==> config.mk <==
export PLATFORM = sky130hd
export DESIGN_NAME = barrier_arrival_gate
export DESIGN_NICKNAME = d
export VERILOG_FILES = /design/src/rtl/barrier_arrival_gate.sv
export SDC_FILE = /design/constraint.sdc
export NUM_CORES = 1
export LEC_CHECK = 0
export BUFFER_PORTS_ARGS = -buffer_cell sky130_fd_sc_hd__buf_4
export CAP_MARGIN = 20
export CORE_UTILIZATION = 57
export DETAILED_ROUTE_END_ITERATION = 12
export PLACE_DENSITY = 0.79
export SLEW_MARGIN = 10
export SYNTH_ARGS = -nofsm -noshare
export SYNTH_HDL_FRONTEND = slang
export SYNTH_SLANG_ARGS = --single-unit
==> constraint.sdc <==
create_clock -name clk -period 2.7 [get_ports clk]
set_input_delay 0.405 -clock clk [delete_from_list [all_inputs] [get_ports clk]]
set_output_delay 0.405 -clock clk [all_outputs]
set_load 0.02 [all_outputs]
==> src/rtl/barrier_arrival_gate.sv <==
`default_nettype none
// ----------------------------------------------------------------------------
// Module  : barrier_arrival_gate
// Brief   : Per-level count of unreleased barrier arrivals; gates issue.
// Rev     : 1.0  initial release
// ----------------------------------------------------------------------------
module barrier_arrival_gate #(
  parameter int NUM_LEVELS = 4,
  parameter int MAX_AHEAD  = 1
) (
  input  logic                  clk,
  input  logic                  reset,
  input  logic [NUM_LEVELS-1:0] in_valid,
  input  logic [NUM_LEVELS-1:0] in_barrier,
  output logic [NUM_LEVELS-1:0] out_ready,
  output logic [NUM_LEVELS-1:0] out_wait,
  input  logic                  in_release,
  output logic                  out_outstanding_any,
  output logic                  out_error
);

  localparam logic [3:0] C_MAX_AHEAD = 4'(MAX_AHEAD);
  localparam logic [3:0] C_CNT_MAX   = 4'd15;

  logic [NUM_LEVELS-1:0][3:0] cnt_q;
  logic [NUM_LEVELS-1:0][3:0] cnt_d;
  logic [NUM_LEVELS-1:0]      ready_q;
  logic [NUM_LEVELS-1:0]      ready_d;
  logic [NUM_LEVELS-1:0]      wait_q;
  logic [NUM_LEVELS-1:0]      accept;
  logic [NUM_LEVELS-1:0]      dec;
  logic [NUM_LEVELS-1:0]      zero_lvl;
  logic [NUM_LEVELS-1:0]      ovf;
  logic                       any_q;
  logic                       any_d;
  logic                       error_q;
  logic                       error_d;

  // ready_q is derived from the counters one edge earlier, so no input reaches out_ready.
  assign accept = in_valid & in_barrier & ready_q;

  always_comb begin
    cnt_d    = cnt_q;
    ready_d  = '0;
    dec      = '0;
    zero_lvl = '0;
    ovf      = '0;
    any_d    = 1'b0;
    error_d  = error_q;
    for (int i = 0; i < NUM_LEVELS; i++) begin
      zero_lvl[i] = (cnt_q[i] == 4'd0);
      dec[i]      = in_release && !zero_lvl[i];
      ovf[i]      = accept[i] && (cnt_q[i] == C_CNT_MAX);
      if (accept[i] && !dec[i] && !ovf[i]) begin
        cnt_d[i] = cnt_q[i] + 4'd1;
      end else if (dec[i] && !accept[i]) begin
        cnt_d[i] = cnt_q[i] - 4'd1;
      end
      ready_d[i] = (cnt_d[i] < C_MAX_AHEAD);
      any_d      = any_d | (cnt_d[i] != 4'd0);
    end
    error_d = error_q | (in_release & (|zero_lvl)) | (|ovf);
  end

  always_ff @(posedge clk or negedge reset) begin
    if (!reset) begin
      cnt_q   <= '0;
      ready_q <= '0;
      wait_q  <= '0;
      any_q   <= 1'b0;
      error_q <= 1'b0;
    end else begin
      cnt_q   <= cnt_d;
      ready_q <= ready_d;
      wait_q  <= accept;
      any_q   <= any_d;
      error_q <= error_d;
    end
  end

  assign out_ready           = ready_q;
  assign out_wait            = wait_q;
  assign out_outstanding_any = any_q;
  assign out_error           = error_q;

endmodule
`default_nettype wire

==> results.sh <==
export IMPL_status="finished, final reports clean"
export IMPL_vdd_drop_max_uv=772.4
export IMPL_crit_chain="inv_1 > ha_1 > nor3b_2 > or3b_1 > a21boi_1 > xnor2_1 > nor4_1 > nand4_1"
export IMPL_finalSetupViolCount=0
export IMPL_r2r_end="out_outstanding_any"
export IMPL_period_minus_slack_ns=2.439
export IMPL_gr_usage_all_layers=0.2349
export IMPL_drt_first_pass_iters=4
export IMPL_synth_top_area_share=0.3979
export IMPL_nets=198
export IMPL_crit_type="register to register"
export IMPL_synth_largest_area_cell="dfrtp_1"
export IMPL_root_buffer="clkbuf_4"
export IMPL_drtIter0Drc=48
export IMPL_place_congestion=0.8055
export IMPL_port_buffer_count=20
export IMPL_worst_pin_slew_ns=0.5490
export IMPL_ctsResizeCount=0
export IMPL_syn_num_nets=180
export IMPL_r2r_start="cnt_q[1]"
export IMPL_wire_per_inst_um=15.56
export IMPL_drive_above_1_share=0.2135
export IMPL_die_h_um=55.56
export IMPL_synth_seq_cells=26
export IMPL_die_area_sq_um=3087
export IMPL_cp_max_fo=5
export IMPL_postSynthCellCount=161
export IMPL_ios=21
export IMPL_cts_setup_buffers=0
export IMPL_max_stage_delay_ns=0.49
export IMPL_r2r_slack_ns=0.26
export IMPL_synthTopCellsByArea="dfrtp_1, ha_1, xnor2_1, nand3_1, nand2_1"
export IMPL_core_area_sq_um=2734
export IMPL_yosysUniqueCellTypes=47
export IMPL_clkTransAtPathRegs_ns=0.13
export IMPL_antenna_found_initial=0
export IMPL_grt_remaining_overflow=0
export IMPL_holdBufCountCts=1
export IMPL_drc=0
export IMPL_num_antenna_cells=0
export IMPL_rsz0062_at_grt="false"
export IMPL_endpoint="out_outstanding_any"
export IMPL_setup_worst_path_start_class="register"
export IMPL_synthToLayoutAreaGrowth_pct=10.94
export IMPL_final_common_cell="dfrtp_1"
export IMPL_post_route_period_util=0.9032
export IMPL_synth_ff_type="dfrtp_1"
export IMPL_grt_pass1_wl_um=5802
export IMPL_r2r_cells=8
export IMPL_avgSynthCellArea_sq_um=10.16
export IMPL_synthArstFlopShare=1.000
export IMPL_synth_seq_area_share=0.3979
export IMPL_grt_use_met2=0.4010
export IMPL_worst_path_buf_inv=1
export IMPL_fin_skew_ns=0.003649
export IMPL_slew_violations=0
export IMPL_end_kind="register"
export IMPL_dp_hpwl_um=2475
export IMPL_max_clock_path_buffers=2
export IMPL_cts_made_buffers=3
export IMPL_fin_hold_ws_ns=0.4994
export IMPL_cp_data_required_time_ns=2.89
export IMPL_synth_area_sq_um=1635
export IMPL_final_fill_count=216
export IMPL_clock_latency_ns=0.32
export IMPL_drv_cap=0
export IMPL_cts_tree="yes"
export IMPL_layout_common_cells="dfrtp_1, buf_4, nand2_1"
export IMPL_clock_fmax_ghz=0.4101
export IMPL_via_per_inst=6.359
export IMPL_gr_usage_met3=0.03044
export IMPL_via_count=1329
export IMPL_top_usage_layer="met2"
export IMPL_startpoint="cnt_q[1]"
export IMPL_hold_class="primary input to async pin"
export IMPL_cts_sinks=26
export IMPL_slowest_stage="nor4_1"
export IMPL_path_depth=8
export IMPL_finalHoldViolations=0
export IMPL_max_slew_margin=0.6306
export IMPL_use_met1=0.3025
export IMPL_grt_max_degree=34
export IMPL_ctsHtreeMaxLevel=1
export IMPL_arrival_ns=2.63
export IMPL_synth_edff_count=0
export IMPL_power_density_nw_per_um2=1028
export IMPL_die_x_um=55.56
export IMPL_rows=19
export IMPL_route_antenna_remaining_nets=0
export IMPL_yosys_warnings=0
export IMPL_drt_total_wl_um=3252
export IMPL_fin_setup_tns_ns=0
export IMPL_p_leak_nw=0.7928
export IMPL_critPathTopFamily="simple AND/OR/NAND/NOR gates"
export IMPL_start_util=0.5982
export IMPL_grt_pass1_vias=1303
metal layers:
layer  part of all wire  vias to the layer above  routed length (um)
met5                  0                        -                   0
met4              0.020                        0                  66
met3              0.038                        9                 125
met2               0.52                       40                1675
met1               0.43                      645                1384
li1                   -                      635                   -
power by group:
part	leakage, nW	internal (mW)	total, mW	switching [mW]
registers	0.317	0.540	0.768	0.228
logic	0.455	0.404	0.902	0.499
clock network	0.0210	0.0826	0.195	0.113
total	0.793	1.03	1.87	0.839
worst register-to-register path, delay by kind of cell (launching register included):
family | cells | cell delay [ns]
buffers and inverters | 1 | 0.09
DFF | 1 | 0.43
and+or+nand+nor | 4 | 1.23
xor gates and xnor gates | 1 | 0.17
AOI/OAI and AO/OA | 1 | 0.17
adders and majority gates | 1 | 0.23
through the flow:
stage	utilization	cell area (sq um)	cells	total power, mW	setup WS (ns)
5_1_grt	0.6636	1814	209	2.019	0.1176
3_3_place_gp	0.6467	1768	204	1.606	0.4239
3_5_place_dp	0.6467	1768	204	1.665	0.3512
6_report	0.6636	1814	209	1.865	0.2614
2_1_floorplan	-	1635	161	1.464	0.6970
4_1_cts	0.6636	1814	209	1.866	0.3210
worst min path at each step:
stage	slack [ns]	startpoint	to
finish	0.50	reset	cnt_q[15]
global route	0.51	in_barrier[0]	out_wait[0]
CTS	0.49	in_release	out_error
detailed placement	0.33	reset	cnt_q[15]
global placement	0.33	reset	cnt_q[15]
floorplan	0.11	reset	cnt_q[0]
cell type report:
| type | count | area [sq um] | share of cell area |
|---|---|---|---|
| well taps | 31 | 38.79 | 0.02138 |
| flip-flops and latches | 26 | 650.6 | 0.3586 |
| multi-input cells | 116 | 887.1 | 0.4890 |
| repair buffers | 21 | 160.2 | 0.08828 |
| inverters | 11 | 41.29 | 0.02276 |
| clock buffers | 4 | 36.28 | 0.02000 |
sequential cells by signal, indices dropped and copies added, names as in the netlist:
register             count
cnt_q                   16
out_error                1
out_outstanding_any      1
out_ready                4
out_wait                 4
Yosys cell counts, types with 2 or more instances:
| cell | n |
|---|---|
| o311ai_0 | 4 |
| a221o_1 | 2 |
| a22oi_1 | 4 |
| or3b_1 | 3 |
| a21o_1 | 4 |
| a41oi_1 | 2 |
| nand4_1 | 2 |
| nor2_1 | 2 |
| nand2_1 | 13 |
| inv_1 | 11 |
| buf_6 | 2 |
| buf_4 | 2 |
| nor4_1 | 3 |
| nor2_2 | 2 |
| o21ai_0 | 4 |
| nor2b_1 | 2 |
| nand3_1 | 10 |
| o31ai_1 | 5 |
| nand2b_1 | 5 |
| a221oi_1 | 2 |
| buf_2 | 3 |
| dfrtp_1 | 26 |
| a21boi_0 | 4 |
| nor3_1 | 3 |
| ha_1 | 8 |
| and3_1 | 2 |
| xnor2_1 | 7 |
| nor4_2 | 2 |
| and3_4 | 3 |
| a31oi_1 | 2 |
cell families (layout without fill, tap and decap cells):
group | Yosys count | count (layout) | synth area share
adders and majority gates | 8 | 8 | 0.06121
AOI/OAI and AO/OA | 42 | 42 | 0.2066
buffers and inverters | 19 | 36 | 0.05967
and+or+nand+nor | 57 | 57 | 0.2257
DFF | 26 | 26 | 0.3979
muxes | 1 | 1 | 0.006121
xor gates and xnor gates | 8 | 8 | 0.04285
Note: power is estimated with default switching activity, not from simulation.
